--- src/rtl/booth_mult_r4.sv ---
// Radix-4 Booth multiplier with start/done handshake, runtime signed/unsigned
// operands and a registered product held until the next completion.
module booth_mult_r4 #(
  parameter int unsigned WIDTH = 8
) (
  input  logic               clk,
  input  logic               reset,
  input  logic               start,
  input  logic               signed_mode,
  input  logic [WIDTH-1:0]   multiplicand,
  input  logic [WIDTH-1:0]   multiplier,
  output logic               busy,
  output logic               done,
  output logic [2*WIDTH-1:0] product
);

  localparam int unsigned ITER = WIDTH / 2 + 1;
  localparam int unsigned QW   = WIDTH + 2;
  localparam int unsigned AW   = WIDTH + 4;
  localparam int unsigned CW   = $clog2(ITER + 1);

  typedef enum logic [1:0] {IDLE, CALC, DONE} state_t;

  state_t        state, state_nxt;
  logic          load_c, step_c, last_c;
  logic [AW-1:0] acc, acc_nxt, addend, sum, mr_wide;
  logic [QW-1:0] qr, qr_nxt, mr, m_ext, q_ext;
  logic          q_m1, q_m1_nxt;
  logic [CW-1:0] cnt;

  // Operand extension chosen by mode at capture time
  assign m_ext = signed_mode ? {{2{multiplicand[WIDTH-1]}}, multiplicand} : {2'b00, multiplicand};
  assign q_ext = signed_mode ? {{2{multiplier[WIDTH-1]}}, multiplier} : {2'b00, multiplier};
  assign last_c = (cnt == CW'(1));

  // Next-state and datapath enables
  always_comb begin
    state_nxt = state;
    load_c    = 1'b0;
    step_c    = 1'b0;
    case (state)
      IDLE: begin
        if (start) begin
          load_c    = 1'b1;
          state_nxt = CALC;
        end
      end
      CALC: begin
        step_c = 1'b1;
        if (last_c) state_nxt = DONE;
      end
      DONE: begin
        if (start) begin
          load_c    = 1'b1;
          state_nxt = CALC;
        end else begin
          state_nxt = IDLE;
        end
      end
      default: state_nxt = IDLE;
    endcase
  end

  // One Booth digit: add/subtract 0, M or 2M, then arithmetic shift by two
  always_comb begin
    mr_wide = {{2{mr[QW-1]}}, mr};
    addend  = '0;
    case ({qr[1:0], q_m1})
      3'b001, 3'b010: addend = mr_wide;
      3'b011:         addend = mr_wide << 1;
      3'b100:         addend = ~(mr_wide << 1) + AW'(1);
      3'b101, 3'b110: addend = ~mr_wide + AW'(1);
      default:        addend = '0;
    endcase
    sum      = acc + addend;
    acc_nxt  = {{2{sum[AW-1]}}, sum[AW-1:2]};
    qr_nxt   = {sum[1:0], qr[QW-1:2]};
    q_m1_nxt = qr[1];
  end

  always_ff @(posedge clk or negedge reset) begin
    if (!reset) begin
      state <= IDLE;
      busy  <= 1'b0;
      done  <= 1'b0;
    end else begin
      state <= state_nxt;
      busy  <= (state_nxt == CALC);
      done  <= (state_nxt == DONE);
    end
  end

  always_ff @(posedge clk or negedge reset) begin
    if (!reset) begin
      acc     <= '0;
      qr      <= '0;
      q_m1    <= 1'b0;
      mr      <= '0;
      cnt     <= '0;
      product <= '0;
    end else if (load_c) begin
      acc  <= '0;
      qr   <= q_ext;
      q_m1 <= 1'b0;
      mr   <= m_ext;
      cnt  <= CW'(ITER);
    end else if (step_c) begin
      acc  <= acc_nxt;
      qr   <= qr_nxt;
      q_m1 <= q_m1_nxt;
      cnt  <= cnt - CW'(1);
      // Low 2*WIDTH bits of {ACC,QR} after the final shift
      if (last_c) product <= {acc_nxt[WIDTH-3:0], qr_nxt};
    end
  end

endmodule

--- config.mk ---
export PLATFORM = sky130hd
export DESIGN_NAME = booth_mult_r4
export DESIGN_NICKNAME = d
export VERILOG_FILES = /design/src/rtl/booth_mult_r4.sv
export SDC_FILE = /design/constraint.sdc
export NUM_CORES = 1
export LEC_CHECK = 0
export ABC_AREA = 1
export BUFFER_PORTS_ARGS = -buffer_cell sky130_fd_sc_hd__buf_2
export CORE_MARGIN = 2
export CORE_UTILIZATION = 52
export CTS_CLUSTER_DIAMETER = 200
export DETAILED_ROUTE_END_ITERATION = 8
export GPL_ROUTABILITY_DRIVEN = 0
export MAX_ROUTING_LAYER = met4
export PLACE_DENSITY = 0.78
export SLEW_MARGIN = 20
export SYNTH_ARGS = -nofsm -noshare
export SYNTH_HDL_FRONTEND = slang
export SYNTH_SLANG_ARGS = --single-unit
--- constraint.sdc ---
create_clock -name clk -period 2.2 [get_ports clk]
set_input_delay 0.44 -clock clk [delete_from_list [all_inputs] [get_ports clk]]
set_output_delay 0.44 -clock clk [all_outputs]
set_load 0.05 [all_outputs]
==> impl_metrics.csv <==
group,metric,value,unit
floorplan,die_area,0.00647,sq mm
placement,portBuffers,37,
timing,finalSetupViolations,15,
floorplan,core,0.00557,sq mm
clocking,cts.sinks,53,
clocking,h-tree-depth,2,
timing,min_period,2.66,ns
layout,drive_gt1_share,36.3,%
timing,tightest_slew,0.675,ns
timing,hold_violations,0,
clocking,cts_tree,"built",
routing,viasPerCell,5.50,
clocking,cts-root-buf,"clkbuf_8",
clocking,insertion_delay,0.32,ns
grt,grt_most_used_layer,"met2",
floorplan,die_h,80.5,microns
layout,n_antenna_cell,0,
grt,grt_max_degree,54,
routing,firstDrtPassIters,5,
clocking,clk_path_buf_depth,2,
hold_path,hold_path_class,"in2async",
floorplan,initial_core_util,54.5,%
routing,num_vias,2956,
grt,grt_pass1_wl,12300,microns
worst_setup_path,cp_data_arrival_time,2.92,ns
yosys,synthCells,373,
grt,antenna_found_initial,0,
routing,wl_per_cell,14.8,microns
routing,drt_iter0_markers,253,
floorplan,fp-row-count,27,
yosys,synth-compound-area-share,16.2,%
yosys,avgSynthCellArea,8.15,sq um
outcome,violations,"negative setup slack",
yosys,netlist_top_cells_area,"dfrtp_1 (44%), nand2_1 (12%), o21ai_0 (6.1%), ha_1 (5.8%), inv_1 (4.9%)",
worst_setup_path,crit_path_max_fanout,4,
yosys,ys_ff_latch,53,
worst_setup_path,required,2.46,ns
yosys,ys_warn_count,0,
timing,slew_violations,0,
yosys,synth_area,0.00304,sq mm
grt,grt_pass1_vias,2663,
grt,met1_usage,33.6,%
floorplan,ioPinCount,38,
routing,wirelength,7930,microns
grt,met3_usage,3.37,%
timing,finClkSkew,0.00873,ns
yosys,synthMuxAreaShare,0,%
grt,met2_usage,41.1,%
routing,ant_nets,0,
grt,grtUsageTotal,25.1,%
worst_setup_path,endpoint_kind,"register",
layout,area_growth,32.5,%
clocking,cts_buffers,5,
yosys,synth_top_family_by_area,"simple AND/OR/NAND/NOR gates",
placement,dpl.hpwl,5290,microns
timing,clock.fmax,0.376,GHz
routing,drc_errors,0,
yosys,synth.top_cell.area_share,43.6,%
yosys,synth_top_area_cell,"dfrtp_1",
layout,final_util,72.3,%
timing,setup-tns-final,-4.33,ns
clocking,clk_pin_slew_worst_paths,0.10,ns
timing,rsz0062_at_grt,"yes",
grt,grt.overflow.total,0,
floorplan,die_x,80.5,microns
yosys,synth_xor_area_share,3.17,%
yosys,yosysUniqueCellTypes,35,
timing,post-route-period-util,121,%
run,cap_violations,0,
yosys,synth_fp_nets,408,
yosys,synth_adder_area_share,6.42,%
outcome,run_status,"finished with violations",
clocking,hold_buffers,0,
yosys,yosys.area_share.simple,22.8,%
layout,layout.nets,499,
timing,slew_headroom,55.0,%
yosys,seq_area_frac_synth,43.6,%
worst_setup_path,critPathKind,"reg2reg",
timing,setup_ws,-0.456,ns
placement,post-place-ws,-0.408,ns
worst_setup_path,critPathLaunchType,"register",
-- metal layers --
layer / share of wire, % / wire length (microns)
met5: 0 / 0
met4: 1.7 / 134
met2: 48 / 3830
met1: 44 / 3490
met3: 6.0 / 474
-- flip-flops by register name, summed over array words and instances (netlist names) --
| register | count |
|---|---|
| mr | 9 |
| state | 2 |
| busy | 1 |
| done | 1 |
| product | 16 |
| qr | 10 |
| q_m1 | 1 |
| cnt | 3 |
| acc | 10 |
-- cell usage after synthesis, drive strengths merged --
cell     instances
o2111ai          2
dfrtp           53
nand4            3
o21ai           45
or2              1
nand2          102
o22ai            4
xnor2            3
o31ai            1
clkbuf           5
o21bai           1
a21oi           15
o21a             1
a22oi            6
nand3           24
xor2             8
o221ai           5
buf              5
fa               1
nor2            18
o211ai           2
ha              14
inv             51
nor3             2
a22o             1
-- layout make-up --
| type | count | area, sq um |
|---|---|---|
| clock inverter | 2 | 17.5 |
| fill | 393 | 1550 |
| sequential | 53 | 1330 |
| multi-input combinational | 259 | 1690 |
| clock buffer | 6 | 82.6 |
| timing repair buffer | 94 | 632 |
| inverter | 51 | 191 |
| tap | 72 | 90.1 |
-- cell families after synthesis --
group | Yosys count
flops | 53
compound gates | 83
xor+xnor | 11
buf+inv | 61
fa+ha+maj | 15
simple gates | 150
-- through the flow --
stage / instance area (sq um) / hold slack [ns] / std cells
finish: 4030 / 0.228 / 537
global route: 4030 / 0.304 / 537
CTS: 3840 / 0.265 / 534
detailed placement: 3680 / 0.464 / 523
global placement: 3680 / 0.459 / 523
floorplan: 3070 / 0.144 / 373
-- final timing paths --
| path | slack [ns] | from | end | depth (start not counted) |
|---|---|---|---|---|
| min reg2reg | 0.49 | product[1]$_DFFE_PN0P_ | product[1]$_DFFE_PN0P_ | 2 |
| max | -0.46 | mr[0]$_DFFE_PN0P_ | acc[7]$_DFFE_PN0P_ | 20 |
| max in group asynchronous | 1.52 | reset | acc[8]$_DFFE_PN0P_ | 2 |
| min in group clk | 0.32 | multiplicand[6] | mr[6]$_DFFE_PN0P_ | 3 |
| min | 0.23 | reset | done$_DFF_PN0_ | 2 |
| max reg2reg | -0.46 | mr[0]$_DFFE_PN0P_ | acc[7]$_DFFE_PN0P_ | 20 |
-- worst max-delay path: stages (launching register included) --
cell and delay [ns]:
dfrtp_1 0.40, inv_2 0.08, ha_4 0.14, nand2_4 0.05, nor2_4 0.10, xor2_1 0.15
inv_1 0.07, nand2_1 0.06, o21ai_1 0.06, a21oi_1 0.12, o21ai_1 0.11, ha_2 0.34
a21oi_2 0.20, nor2_2 0.06, nor2_2 0.13, nand2_2 0.12, nand2_1 0.09, nand2_2 0.06
a21oi_2 0.12, o21ai_1 0.08, nand2_1 0.06
-- placed cells by master (no fill, tap or decap), drive strengths merged --
| cell type | instances |
|---|---|
| fa | 1 |
| a21oi | 15 |
| ha | 14 |
| o22ai | 4 |
| dfrtp | 53 |
| nor3 | 2 |
| clkinv | 1 |
| o21a | 1 |
| o31ai | 1 |
| or2 | 1 |
| o2111ai | 2 |
| nor2 | 18 |
| o211ai | 2 |
| buf | 94 |
| nand2 | 102 |
| o221ai | 5 |
| inv | 52 |
| xor2 | 8 |
| clkbuf | 6 |
| a22o | 1 |
| o21bai | 1 |
| xnor2 | 3 |
| nand4 | 3 |
| nand3 | 24 |
| o21ai | 45 |
| a22oi | 6 |
-- what timing repair did --
item / 4_1_cts / 5_1_grt
pin swaps: 11 / 22
resized for setup: 8 / 38
setup buffers: 4 / 5
setup endpoints to repair: 16 / 17
cloned: 0 / 0
Power is left out: the tool's default activity adds up to more than one toggle a clock period on the data nets, which glitch-free logic cannot reach.
